`src/rtl/vm_change_dispenser.sv`:
```
// -----------------------------------------------------------------------------
// vm_change_dispenser
//
// Pays out change greedily (quarters, then dimes, then nickels) as timed
// coin-ejector pulses, one coin at a time, for the vending-machine FSM.
//
// Parameters
//   AMT_W        width of change_amount in cents
//   PULSE_CYCLES cycles each coin line is held high (>= 1)
//   GAP_CYCLES   low cycles between consecutive coin pulses (>= 1)
//
// Ports
//   clk, rst           clock, synchronous active-high reset
//   start              dispense request, sampled only in IDLE
//   change_amount      change due in cents, sampled with start
//   busy / done        handshake back to the FSM (done is a 1-cycle pulse)
//   err_amt            accepted amount was not a multiple of 5
//   coin_q/coin_d/coin_n  ejector drives (at most one high at a time)
//   q_count/d_count/n_count  coins paid in the current/last transaction
//
// Optional build macro VM_CHANGE_INVENTORY_EN adds finite coin stock:
//   INIT_Q/INIT_D/INIT_N reset stock, refill input (IDLE only),
//   stock_q/stock_d/stock_n and shortfall outputs.
// -----------------------------------------------------------------------------
module vm_change_dispenser #(
  parameter int AMT_W        = 8,
  parameter int PULSE_CYCLES = 2,
  parameter int GAP_CYCLES   = 1
`ifdef VM_CHANGE_INVENTORY_EN
  ,
  parameter int INIT_Q       = 15,
  parameter int INIT_D       = 15,
  parameter int INIT_N       = 15
`endif
) (
  input  logic             clk,
  input  logic             rst,
  input  logic             start,
  input  logic [AMT_W-1:0] change_amount,
`ifdef VM_CHANGE_INVENTORY_EN
  input  logic             refill,
  output logic [7:0]       stock_q,
  output logic [7:0]       stock_d,
  output logic [7:0]       stock_n,
  output logic [AMT_W-1:0] shortfall,
`endif
  output logic             busy,
  output logic             done,
  output logic             err_amt,
  output logic             coin_q,
  output logic             coin_d,
  output logic             coin_n,
  output logic [3:0]       q_count,
  output logic [3:0]       d_count,
  output logic [3:0]       n_count
);

  localparam logic [2:0] S_IDLE   = 3'd0;
  localparam logic [2:0] S_SELECT = 3'd1;
  localparam logic [2:0] S_PULSE  = 3'd2;
  localparam logic [2:0] S_GAP    = 3'd3;
  localparam logic [2:0] S_DONE   = 3'd4;

  localparam logic [1:0] COIN_NONE = 2'd0;
  localparam logic [1:0] COIN_Q    = 2'd1;
  localparam logic [1:0] COIN_D    = 2'd2;
  localparam logic [1:0] COIN_N    = 2'd3;

  // Timer only ever holds (cycles - 1), so clog2 of the larger count suffices.
  localparam int TMAX = (PULSE_CYCLES > GAP_CYCLES) ? PULSE_CYCLES : GAP_CYCLES;
  localparam int TW   = (TMAX > 1) ? $clog2(TMAX) : 1;

  logic [2:0]       state;
  logic [AMT_W-1:0] remaining;
  logic [TW-1:0]    timer;
  logic [1:0]       coin_sel;

  logic             q_ok, d_ok, n_ok;
  logic [1:0]       pick;
  logic [AMT_W-1:0] pick_val;

  // Greedy coin choice for the SELECT state.
  // NOTE: every always_comb output gets a default first so no path can
  // leave a signal unassigned and infer a latch.
  always_comb begin
    q_ok     = remaining >= AMT_W'(25);
    d_ok     = remaining >= AMT_W'(10);
    n_ok     = remaining >= AMT_W'(5);
`ifdef VM_CHANGE_INVENTORY_EN
    // An empty tube is skipped; the next smaller coin is tried instead.
    q_ok     = q_ok && (stock_q != 8'd0);
    d_ok     = d_ok && (stock_d != 8'd0);
    n_ok     = n_ok && (stock_n != 8'd0);
`endif
    pick     = COIN_NONE;
    pick_val = '0;
    if (q_ok) begin
      pick     = COIN_Q;
      pick_val = AMT_W'(25);
    end else if (d_ok) begin
      pick     = COIN_D;
      pick_val = AMT_W'(10);
    end else if (n_ok) begin
      pick     = COIN_N;
      pick_val = AMT_W'(5);
    end
  end

  // Outputs decode directly from state, so a reset drops the coin lines
  // and busy at the same edge that returns the FSM to IDLE.
  assign busy   = (state != S_IDLE);
  assign done   = (state == S_DONE);
  assign coin_q = (state == S_PULSE) && (coin_sel == COIN_Q);
  assign coin_d = (state == S_PULSE) && (coin_sel == COIN_D);
  assign coin_n = (state == S_PULSE) && (coin_sel == COIN_N);

  // NOTE: sequential state uses non-blocking assignments so every register
  // updates from pre-edge values regardless of statement order.
  always_ff @(posedge clk) begin
    if (rst) begin
      state     <= S_IDLE;
      remaining <= '0;
      timer     <= '0;
      coin_sel  <= COIN_NONE;
      err_amt   <= 1'b0;
      q_count   <= 4'd0;
      d_count   <= 4'd0;
      n_count   <= 4'd0;
`ifdef VM_CHANGE_INVENTORY_EN
      stock_q   <= 8'(INIT_Q);
      stock_d   <= 8'(INIT_D);
      stock_n   <= 8'(INIT_N);
      shortfall <= '0;
`endif
    end else begin
      case (state)
        S_IDLE: begin
`ifdef VM_CHANGE_INVENTORY_EN
          if (refill) begin
            stock_q <= 8'(INIT_Q);
            stock_d <= 8'(INIT_D);
            stock_n <= 8'(INIT_N);
          end
`endif
          if (start) begin
            // Odd cents that no coin can pay are dropped and flagged.
            remaining <= change_amount - (change_amount % AMT_W'(5));
            err_amt   <= (change_amount % AMT_W'(5)) != '0;
            q_count   <= 4'd0;
            d_count   <= 4'd0;
            n_count   <= 4'd0;
`ifdef VM_CHANGE_INVENTORY_EN
            shortfall <= '0;
`endif
            state     <= S_SELECT;
          end
        end

        S_SELECT: begin
          if (pick == COIN_NONE) begin
`ifdef VM_CHANGE_INVENTORY_EN
            // Anything still owed here could not be paid from stock.
            shortfall <= (remaining >= AMT_W'(5)) ? remaining : '0;
`endif
            state <= S_DONE;
          end else begin
            // pick_val <= remaining is guaranteed by the compares above.
            remaining <= remaining - pick_val;
            coin_sel  <= pick;
            timer     <= TW'(PULSE_CYCLES - 1);
            state     <= S_PULSE;
            case (pick)
              COIN_Q: begin
                q_count <= q_count + 4'd1;
`ifdef VM_CHANGE_INVENTORY_EN
                stock_q <= stock_q - 8'd1;
`endif
              end
              COIN_D: begin
                d_count <= d_count + 4'd1;
`ifdef VM_CHANGE_INVENTORY_EN
                stock_d <= stock_d - 8'd1;
`endif
              end
              default: begin
                n_count <= n_count + 4'd1;
`ifdef VM_CHANGE_INVENTORY_EN
                stock_n <= stock_n - 8'd1;
`endif
              end
            endcase
          end
        end

        S_PULSE: begin
          if (timer == '0) begin
            timer <= TW'(GAP_CYCLES - 1);
            state <= S_GAP;
          end else begin
            timer <= timer - TW'(1);
          end
        end

        S_GAP: begin
          if (timer == '0) begin
            state <= S_SELECT;
          end else begin
            timer <= timer - TW'(1);
          end
        end

        S_DONE:  state <= S_IDLE;

        default: state <= S_IDLE;
      endcase
    end
  end

endmodule

```
`config.mk`:
```
export PLATFORM = sky130hd
export DESIGN_NAME = vm_change_dispenser
export DESIGN_NICKNAME = d
export VERILOG_FILES = /design/src/rtl/vm_change_dispenser.sv
export SDC_FILE = /design/constraint.sdc
export NUM_CORES = 1
export LEC_CHECK = 0
export CAP_MARGIN = 20
export CORE_UTILIZATION = 50
export CTS_CLUSTER_DIAMETER = 60
export DETAILED_ROUTE_END_ITERATION = 10
export PLACE_DENSITY = 0.78
export SKIP_LAST_GASP = 1
export SYNTH_ARGS = -nofsm -noshare
export SYNTH_HDL_FRONTEND = slang
export SYNTH_SLANG_ARGS = --single-unit
```
`constraint.sdc`:
```
create_clock -name clk -period 16.28 [get_ports clk]
set_input_delay 4.07 -clock clk [delete_from_list [all_inputs] [get_ports clk]]
set_output_delay 4.07 -clock clk [all_outputs]
set_load 0.1 [all_outputs]
```
After elaboration in Yosys (flattened, before gate mapping)
Cells that the tools add are included.
Widths: inputs -> output; s select.
{"block": "classes", "div_mod_pow": 1, "reduce_logical": 19, "addsub": 6, "n_eq_ne": 16, "muxes": 27, "magnitude_cmp": 3, "bitwise_logic": 1}
{"op": "$mux 4", "n": 8}
{"op": "$pmux 4 s2", "n": 3}
{"op": "$mux 8", "n": 2}
{"op": "$pmux 8 s2", "n": 1}
{"op": "$sub 8x8->8", "n": 2}
{"op": "$mux 3", "n": 5}
{"op": "$ne 2x2->1 const B", "n": 7}
{"op": "$add 4x1->4 const B", "n": 3}
{"op": "$pmux 3 s4", "n": 1}
{"op": "$reduce_and 4->1", "n": 3}
{"op": "$ge 8x3->1 const B", "n": 1}
{"op": "$ge 8x4->1 const B", "n": 1}
{"op": "$ge 8x5->1 const B", "n": 1}
{"op": "$mod 8x3->8 const B", "n": 1}
{"op": "$reduce_bool 8->1", "n": 1}
{"op": "$eq 2x2->1 const B", "n": 3}
{"op": "$eq 3x2->1 const B", "n": 2}
{"op": "$mux 2", "n": 3}
{"op": "$reduce_and 2->1", "n": 3}
{"op": "$reduce_and 3->1", "n": 2}
{"op": "$mux 5", "n": 1}
{"op": "$eq 2x1->1 const B", "n": 2}
{"op": "$reduce_bool 2->1", "n": 2}
{"op": "$reduce_or 2->1", "n": 2}
{"op": "10 further kinds", "n": 13}
{"block": "totals", "word_cells": 81, "reg_bits": 27, "inputBits": 11}

Longest topological paths before layout
{"block": "logic_depth", "ltp_word": 9, "ltp_mapped": 29, "depth_no_buf": 27}

Least setup slack after synthesis
No wires, ideal clock.
{"block": "synth_path", "path_kind": "input to register", "from": "input change_amount[7]", "to": "register remaining[7]", "setup_ps": 77, "setup_slack_ps": 7400, "path_stages": 27, "path_buffers": 2, "arrival_time_ps": 8804, "path_cell_list": "buf_6 -> or3b_4 -> o221ai_2 -> o41ai_4 -> nand2_2 -> inv_1 -> ha_1 -> nor2_1 -> o21ai_0 -> a21oi_1 -> ha_1 -> inv_1 -> o2111ai_1 -> o211a_1 -> and3_1 -> buf_4 -> mux2i_1 -> inv_1 -> ha_1 -> nor2b_1 -> o21ai_0 -> nand2b_1 -> or2_2 -> a221oi_2 -> nor2_1 -> or4_1 -> a41oi_2"}
{"block": "synth_via", "elab_chain_len": 4}
{"item": "from (decl)", "line_no": "39", "text": "input logic [AMT_W-1:0] change_amount,"}
{"item": "$mod 8x3->8", "line_no": "147", "text": "remaining <= change_amount - (change_amount % AMT_W'(5));"}
{"item": "$sub 8x8->8 *", "line_no": "147"}
{"item": "$mux 8 *", "line_no": "145", "text": "if (start) begin"}
{"item": "$pmux 8 s2 *", "line_no": "136", "text": "case (state)"}
{"item": "to (signal assigned)", "line_no": "147"}
{"item": "to (signal assigned)", "line_no": "168", "text": "remaining <= remaining - pick_val;"}
{"item": "to (decl)", "line_no": "74", "text": "logic [AMT_W-1:0] remaining;"}
Mark *: on every way between the ends. The rest lies on a longest branch, timed or not. The select of a mux whose other input is x is not followed.
A chain may end at the register's enable or synchronous reset.

Final worst setup path
{"block": "layout_path", "from": "input change_amount[5]", "to": "register remaining[7]"}
Same word-level chain as after synthesis.

==> results_dict.tcl <==
set metrics [dict create \
    status "complete, no violations" \
    critPathArrivalTime_ns 10.25 \
    synth_fp_nets 393 \
    hold_violations 0 \
    area_growth_pct 10.1 \
    wl_per_cell_um 14.9 \
    p_sw_w 0.000262 \
    clk_pin_slew_ns 0.10 \
    p_int_w 0.000241 \
    power.leakage_nw 1.24 \
    place_ws_ns 6.06 \
    cts_hold_buf 0 \
    slew_headroom 0.343 \
    post-synth-top-area-cell "dfxtp_1" \
    numCtsBuffers 3 \
    grt_start_max_net_pins 20 \
    ir_drop_uv 107 \
    ys_seq_elements 27 \
    ys.flop_type "dfxtp_1" \
    cts_resized 0 \
    finalMaxSlewViolations 0 \
    combPwrFrac 0.713 \
    cp-end-kind "register" \
    detail_route.iter0.violations 141 \
    fmax_mhz 99.6 \
    fill_cells 512 \
    synth_top_area_frac 0.186 \
    drc 0 \
    grt_pass1_vias 2481 \
    start_util 0.523 \
    overflow 0 \
    path_class "input port to register" \
    placementRows 27 \
    die_width_um 78.1 \
    port_buffers 28 \
    finalClockSkew_ns 0.00600 \
    hpwl_mm 5.18 \
    via_per_inst 6.04 \
    hp-class "register to register" \
    clock_power_share 0.080 \
    io-pin-count 29 \
    seq_area_frac_synth 0.186 \
    diodes 0 \
    ctsHtreeMaxLevel 1 \
    synth-edff-count 0 \
    multiInputGateArea_um2 2170 \
    syn_area_um2 2900 \
    synthArstFlopShare 0 \
    finalCriticalPeriod_ns 10.04 \
    fin_crit_sh 0.617 \
    cts_setup_buffers 0 \
    clockRootBuffer "clkbuf_8" \
    drive_above_1_share 0.113 \
    stdcell_area_um2 3190 \
    pwr-share-seq 0.207 \
    grt_usage 0.230 \
    clock-sinks 27 \
    grt_pass1_wl_mm 11.6 \
    rsz0062_at_grt "no" \
    netlist_instances 360 \
    path_max_fanout 17 \
    synth_cell_types 82 \
    drv_cap 0 \
    wl_mm 6.70 \
    syn_avg_cell_area_um2 8.05 \
    dieHeight_um 78.1 \
    ff_latch_area_um2 541 \
    tns_ns 0 \
    postRouteAntennaNets 0 \
    tritoncts "yes" \
    clockBufferDepth 2 \
    synth_warnings 0 \
    gp_congestion 0.926 \
    dr.pass1.iters 5 \
    core_area_um2 5540 \
    required_ns 16.49 \
    dieArea_um2 6110 \
    fin_ws_ns 6.24 \
    num_vias 2723 \
    tightest_slew_ns 0.982 \
    reg2reg_slack_ns 13.20 \
    finish.net_count 413 \
    dpl-instance-area_um2 3140 \
    power.density_nw_per_um2 158 \
    setup_viol 0 \
    p_sw_frac 0.521 \
    synth.top_cells.by_area "dfxtp_1 (19%), ha_1 (8.6%), nor2_1 (5.3%), a21oi_1 (4.5%), nand2_1 (4.4%)" \
    antenna_found_initial 0 \
    start_kind "input port" \
    clk_latency_ns 0.28 \
]
## logic make-up (layout without fill, tap and decap cells)
| group | after synthesis | in the layout | synth area share |
|---|---|---|---|
| and+or+nand+nor | 167 | 167 | 0.327 |
| AOI/OAI and AO/OA | 93 | 93 | 0.252 |
| buffers and inverters | 29 | 48 | 0.0643 |
| DFF | 27 | 27 | 0.186 |
| adders and majority gates | 24 | 24 | 0.108 |
| xor gates and xnor gates | 18 | 18 | 0.0544 |
| muxes | 2 | 2 | 0.00734 |
## final cells by class
cell class,count,share of cell area
Inverter,16,0.0188
Sequential cell,27,0.169
Multi-Input combinational cell,304,0.681
Clock inverter,1,0.00235
Clock buffer,3,0.0129
Timing Repair Buffer,28,0.0878
Tap cell,72,0.0282
## state kept, by name (all words and copies together) (netlist names)
name / flops
remaining: 8
d_count: 4
state: 3
err_amt: 1
coin_sel: 2
q_count: 4
n_count: 4
timer: 1
## through the flow
step	instances	hold slack (ns)	total power, W	util
after floorplan	360	0.476	0.000392	-
after global placement	447	0.478	0.000451	0.567
after detailed placement	447	0.491	0.000456	0.567
after CTS	451	0.507	0.000501	0.576
after global routing	451	0.530	0.000554	0.576
final	451	0.505	0.000503	0.576
## critical path, stage by stage
cell,delay [ns]
clkdlybuf4s50_1,0.87
or3b_4,0.50
nor4_2,0.30
a31oi_1,0.12
nand2_2,0.16
inv_1,0.07
ha_1,0.25
nor2_1,0.16
o21ai_0,0.09
a21oi_1,0.28
ha_1,0.26
inv_1,0.08
o2111ai_1,0.11
o211a_1,0.19
and3_1,0.33
mux2i_1,0.33
inv_1,0.11
ha_1,0.28
nor2b_1,0.12
o21ai_0,0.13
nand2b_1,0.12
or2_2,0.30
a221oi_2,0.22
nor2_1,0.12
or4_1,0.50
a41oi_2,0.16
## cells in the mapped netlist (2+ instances only)
master / count
xor2_1: 8
dfxtp_1: 27
and2_1: 7
or4_1: 3
a221oi_2: 2
nand3b_1: 5
nand4b_1: 2
nand2b_4: 2
a21oi_2: 2
or3b_2: 3
a21o_1: 3
xnor2_1: 10
and3_1: 5
nand2_1: 34
or2_2: 3
o2111ai_1: 2
nand3_1: 8
a211oi_1: 4
or3_1: 3
clkbuf_8: 4
nand2b_1: 10
ha_1: 20
fa_1: 2
nor2b_1: 4
a21oi_1: 26
o31ai_1: 3
o21ai_1: 3
buf_6: 4
a22oi_1: 2
nor3_1: 13
inv_1: 16
or4b_1: 2
nor2_1: 41
clkbuf_1: 3
a31oi_1: 4
o41ai_4: 2
a311oi_1: 2
and3_2: 2
nand4_1: 4
buf_4: 2
o221ai_2: 2
or3b_1: 2
o21ai_0: 15
## layout by cell type (no fill, tap or decap), types with 5 or more instances in the layout
cell type         n
nand3_1           8
a21oi_1          26
inv_1            16
clkdlybuf4s50_1  28
xnor2_1          10
nor2_1           41
nand2_1          34
nand3b_1          5
and2_1            7
xor2_1            8
and3_1            5
nand2b_1         10
ha_1             20
o21ai_0          15
nor3_1           13
dfxtp_1          27
## power groups by stage
stage / Combinational, W / Clock (W) / Sequential [W]
finish: 0.000359 / 0.0000404 / 0.000104
global route: 0.000402 / 0.0000437 / 0.000108
CTS: 0.000356 / 0.0000408 / 0.000104
detailed placement: 0.000351 / 0 / 0.000105
global placement: 0.000346 / 0 / 0.000105
floorplan: 0.000276 / 0 / 0.000117
## worst paths after layout
kind / cells after the start / end / startpoint
worst max-delay path: 26 / remaining[7]$_SDFFE_PP0P_ / change_amount[5]
worst max register to register: 16 / remaining[6]$_SDFFE_PP0P_ / remaining[1]$_SDFFE_PP0P_
worst min-delay path: 2 / n_count[1]$_SDFFE_PP0P_ / n_count[1]$_SDFFE_PP0P_
worst min register to register: 2 / n_count[1]$_SDFFE_PP0P_ / n_count[1]$_SDFFE_PP0P_
## routing by layer
layer | track usage | vias to the layer above | wire length, um
li1 | - | 1364 | -
met1 | 0.310 | 1283 | 3160
met2 | 0.395 | 67 | 3240
met3 | 0.0174 | 9 | 211
met4 | 0.0611 | 0 | 96
met5 | 0 | - | 0
Note: power is estimated with default switching activity, not from simulation.
